**config.mk**
```make
export PLATFORM = sky130hd
export DESIGN_NAME = univ_shift_reg
export DESIGN_NICKNAME = d
export VERILOG_FILES = /design/src/rtl/univ_shift_reg.sv
export SDC_FILE = /design/constraint.sdc
export NUM_CORES = 1
export LEC_CHECK = 0
export BUFFER_PORTS_ARGS = -buffer_cell sky130_fd_sc_hd__buf_2
export CORE_MARGIN = 1.5
export CORE_UTILIZATION = 45
export DETAILED_ROUTE_END_ITERATION = 10
export PLACE_DENSITY = 0.76
export SLEW_MARGIN = 20
export SYNTH_ARGS = -nofsm -noshare
export SYNTH_HDL_FRONTEND = slang
export SYNTH_SLANG_ARGS = --single-unit
```
**constraint.sdc**
```tcl
create_clock -name clk -period 3.3 [get_ports clk]
set_clock_uncertainty 0.05 [all_clocks]
set_input_delay 0 -clock clk [delete_from_list [all_inputs] [get_ports clk]]
set_output_delay 0 -clock clk [all_outputs]
set_load 0.005 [all_outputs]
```
**src/rtl/univ_shift_reg.sv**
```systemverilog
// WIDTH-bit universal register: hold, shifts, rotates, load and invert, with async reset and sync clear.
// Each operation lands on the edge that samples it. en=0 holds q; msb_out/lsb_out/zero decode q directly.
module univ_shift_reg #(
  parameter int          WIDTH     = 8,
  parameter logic [63:0] RESET_VAL = 64'h0
) (
  input  logic             clk,
  input  logic             rst,
  input  logic             en,
  input  logic             clr,
  input  logic [2:0]       mode,
  input  logic [WIDTH-1:0] d,
  input  logic             sin_l,
  input  logic             sin_r,
  output logic [WIDTH-1:0] q,
  output logic             msb_out,
  output logic             lsb_out,
  output logic             zero
);

  if (WIDTH < 2 || WIDTH > 64) begin : g_width_chk
    $error("univ_shift_reg: WIDTH must be in 2..64");
  end

  localparam logic [WIDTH-1:0] LP_RST = RESET_VAL[WIDTH-1:0];

  localparam logic [2:0] MODE_HOLD = 3'b000;
  localparam logic [2:0] MODE_SHL  = 3'b001;
  localparam logic [2:0] MODE_SHR  = 3'b010;
  localparam logic [2:0] MODE_ROL  = 3'b011;
  localparam logic [2:0] MODE_ROR  = 3'b100;
  localparam logic [2:0] MODE_LOAD = 3'b101;
  localparam logic [2:0] MODE_ASR  = 3'b110;
  localparam logic [2:0] MODE_INV  = 3'b111;

  logic [WIDTH-1:0] r_q;
  logic [WIDTH-1:0] w_nxt;

  // Serial inputs only matter for the two plain shifts; everything else is self-contained.
  always_comb begin
    w_nxt = r_q;
    case (mode)
      MODE_HOLD: w_nxt = r_q;
      MODE_SHL:  w_nxt = {r_q[WIDTH-2:0], sin_l};
      MODE_SHR:  w_nxt = {sin_r, r_q[WIDTH-1:1]};
      MODE_ROL:  w_nxt = {r_q[WIDTH-2:0], r_q[WIDTH-1]};
      MODE_ROR:  w_nxt = {r_q[0], r_q[WIDTH-1:1]};
      MODE_LOAD: w_nxt = d;
      MODE_ASR:  w_nxt = {r_q[WIDTH-1], r_q[WIDTH-1:1]};
      MODE_INV:  w_nxt = ~r_q;
      default:   w_nxt = r_q;
    endcase
  end

  always_ff @(posedge clk or posedge rst) begin
    if (rst) begin
      r_q <= LP_RST;
    end else if (clr) begin
      r_q <= LP_RST;
    end else if (en) begin
      r_q <= w_nxt;
    end
  end

  assign q       = r_q;
  assign msb_out = r_q[WIDTH-1];
  assign lsb_out = r_q[0];
  assign zero    = (r_q == '0);

endmodule
```
Yosys cells after proc, flatten, opt, wreduce, memory -nomap -nowiden
Cells that the tools add are included.

cells by class
  reductions and logical operators = 5
  bitwise operators = 1
  equal/unequal tests = 9
  muxes and demuxes = 3

operators by type and width
  cell                                                              number
  8-bit case mux with 7 select lines                                1
  8-bit 2-to-1 mux                                                  2
  3-bit == test (second input constant)                             4
  8-bit zero test                                                   1
  8-bit inverter                                                    1
  3-bit by 2-bit == test with 1-bit output (second input constant)  2
  2-bit != test (second input constant)                             2
  3-bit by 1-bit == test with 1-bit output (second input constant)  1
  3-bit zero test                                                   1
  3-bit AND reduction                                               1
  2-bit AND reduction                                               1
  2-bit nonzero test                                                1

storage, ports and cells
  bits of input ports = 17
  word-level logic and storage cells = 20
  register bits = 8
  output and inout port bits = 11

Depth between registers and ports, before layout
  depth in word-level cells = 4
  gate-level depth with buffers = 6
  depth with buffers taken out = 4

Worst setup path after synthesis
No wires, ideal clock.

  path type = register -> register
  start point = reg r_q[2], in the netlist q[2]
  end point = reg r_q[2], in the netlist q[2]
  slack = 2.153 ns
  arrival = 1.032 ns
  stages on the path, launching flop included = 5
  clock period less this slack = 1.147 ns
  buffers on the path = 0
  required time = 3.185 ns
  library setup time = 0.065 ns
  cell sequence = dfrtp_1 -> nand2_1 -> o21ai_1 -> a2111oi_0 -> a211o_1

between the ends
  longest elaborated chain between the ends = 4

RTL lines
  element                             line  text
  start: declaration                  36    logic [WIDTH-1:0] r_q;
  start signal: assignment            61    r_q <= w_nxt;
  8-bit inverter                      50    MODE_INV: w_nxt = ~r_q;
  8-bit case mux with 7 select lines  42    case (mode)
  8-bit 2-to-1 mux                    60    end else if (en) begin
  8-bit 2-to-1 mux                    58    end else if (clr) begin

No other way between the ends. The select of a mux whose other input is x is not followed.
A chain may end at the register's enable or synchronous reset.

Final worst setup path
  start point = reg r_q[7], in the netlist q[7]
  end point = reg r_q[7], in the netlist q[7]

The elaborated chain is that of the path after synthesis.

==> run metrics <==
Commonest cells post-synth 14 x nand2_1, 14 x nand2b_1, 12 x a21oi_1; WS Path Type reg2reg; Iteration-0 DRC Markers 18; post-route ant nets 0; Die H 44.0 µm; syn nets 119; cells after synthesis 102; Crit Reg-Reg Startpoint q[7]$_DFFE_PP0P_; crit-path cells nand2_1 > o21ai_0 > a21o_1 > a311oi_1 > dlygate4sd3_1; # DRC 0; CTS tree done; Critical Path RT approximately 3.5 ns; Area growth syn-to-layout 19.7%; leakage between 0.4 and 0.5 nW; fin crit period 1.73 ns; Hold Path Class in2reg; Yosys warning count 0; outcome complete, no violations; share of cells above drive strength 1 27.0%; top_reg_cell synth dfrtp_1; Post-Syn Area ~760 µm²; post-synth top area share a little over a quarter; Levels on crit path 5; antenna cells 0; Fin Hold WS 0.0266 ns; initial antenna violation count 0; first-pass GRT wire length approximately 3.4 mm; Slew Limit Fails 0; vias in the first global route 750; largest net degree at the start of global routing 23; Finish-stage setup viols 0; final worst-path cycle share 52.5%; Max Buffers Root-to-Sink 2; Yosys cell types 29; RSZ-0062 raised after global routing no; core area 1540 µm²; GRT Total Usage 23.5%; I/O pin count 28; TNS Setup 0 ns; FP Rows 14; Fmax achieved 577 MHz; fillers 143; compound-gate portion of the synthesized area between 30% and 40%; worst hold path startpoint sin_l; cell family with most CP delay buffers and inverters; critical path capture point type flip-flop; xor/xnor share of the synthesized area 0%; EDFF count, synth 0; worst skew pair latency 0.26 ns; mux cell area share after synthesis 2.81%; CP max stage cell dlygate4sd3_1; DR WL/cell 14.5 µm; H-tree depth 1; Pwr Density 302 nW/µm²; overall routed net length 2.05 mm; Least-Margin Pin Slew 0.472 ns; largest family of logic cells by synthesized area simple AND/OR/NAND/NOR gates; hold depth 3; Clk pin slew, worst setup/hold paths 0.06 ns; IO buf count 27; via count 857; Slew HR between 60% and 70%; setup bufs post-CTS 0; fin cells 142; multi-input logic area 485 µm²; GR Overflow Total 0; sequential area share after synthesis 26.5%; Hold Violations, Final 0; via/cell ratio 6.04; Worst EP arrival 1.88 ns; crit-path max FO 8; max FFs per register 8; detailed placement HPWL 1.45 mm; syn avg cell area approximately 7.4 µm²; Initial Util about half; CP Launch Point q[7]$_DFFE_PP0P_; FF+latch count, synth 8; routability congestion estimate between 0.8 and 0.9; Total Power 0.000273 W; worst path bufs/invs 1; Max-cap violations 0; Sink Count 8; R2R depth 5; slowest stage delay, CP 0.57 ns; First-pass DRT Iterations 5; clock root buffer clkbuf_4; Final #Nets 145; largest cells by area after synthesis dfrtp_1 26%, nand2b_1 12%, a21oi_1 7.9%, nand2_1 7.0%, o31ai_1 5.0%; Worst VDD drop 0.183 mV; Reg area 200 µm²; Synth Area in Simple Gates approximately 31%; die width 44.0 µm; total CTS buffers 3; Synth area leader dfrtp_1; die area ~1900 µm²; Placed Cells 136; FFs w/ async S/R, synth 100%; Worst Setup Start Kind flip-flop; Post-Synth Adder-Cell Area 0%
-- repair_timing --
| item | 4_1_cts | 5_1_grt |
|---|---|---|
| hold endpoints to repair | 9 | 0 |
| hold buffers | 3 | 0 |
| gates resized for setup | 0 | 0 |
-- cell families (layout without fill, tap and decap cells) --
| logic type | after synthesis | in the layout |
|---|---|---|
| buffers and inverters | 12 | 36 |
| DFF | 8 | 8 |
| and+or+nand+nor | 44 | 44 |
| AOI/OAI and AO/OA | 36 | 36 |
| muxes | 2 | 2 |
-- where the power goes --
part | internal (W) | switching (W)
Clock | 0.0000418 | 0.0000353
Sequential | 0.000104 | 0.0000112
Combinational | 0.0000392 | 0.0000422
-- stage by stage --
step	worst slack, ns	util (%)	area, µm²
3_3_place_gp	2.00	55.3	852
6_report	1.57	58.7	905
3_5_place_dp	1.96	55.3	852
5_1_grt	1.46	58.7	905
4_1_cts	1.58	58.7	905
2_1_floorplan	2.15	-	756
-- area by class of cell --
cell class / count / share of cell area, %
clock buffers: 3 / 2.49
inverters: 3 / 1.24
multi-input cells: 82 / 53.7
flip-flops and latches: 8 / 22.1
well taps: 16 / 2.21
repair buffers: 30 / 18.3
-- metal layers --
layer  vias up  part of all wire [%]  global-route usage, %
li1        411                     -                      -
met1       401                    42                   29.3
met2        43                    49                   37.6
met3         2                   8.9                   5.42
met4         0                  0.68                   11.5
met5         -                     0                      0
-- worst paths after layout --
| path | endpoint | slack [ns] |
|---|---|---|
| hold reg to reg | q[6]$_DFFE_PP0P_ | 0.52 |
| hold / removal | q[0]$_DFFE_PP0P_ | 0.03 |
| max in group asynchronous | q[2]$_DFFE_PP0P_ | 2.77 |
| setup / recovery | q[7]$_DFFE_PP0P_ | 1.57 |
| setup reg to reg | q[7]$_DFFE_PP0P_ | 1.57 |
| min in group asynchronous | q[0]$_DFFE_PP0P_ | 0.19 |
-- layout by cell type (no fill, tap or decap), drive strengths merged --
cell / instances
or2: 1
a211o: 1
a21o: 2
mux2: 1
inv: 3
nor3b: 1
or4: 2
o31ai: 5
nand2: 14
buf: 27
nor2b: 2
a21oi: 13
o21ai: 7
or2b: 1
nor3: 1
a221oi: 3
mux2i: 1
a31oi: 3
nand2b: 14
clkbuf: 3
nor4b: 1
dlygate4sd3: 3
or3: 1
a2111oi: 1
nor2: 6
dfrtp: 8
a311oi: 1
-- worst min-delay path, stage by stage --
cell and delay [ns]:
buf_2 0.10, a21oi_1 0.13, o31ai_1 0.07
No activity file was read; power rests on OpenSTA's default activity.
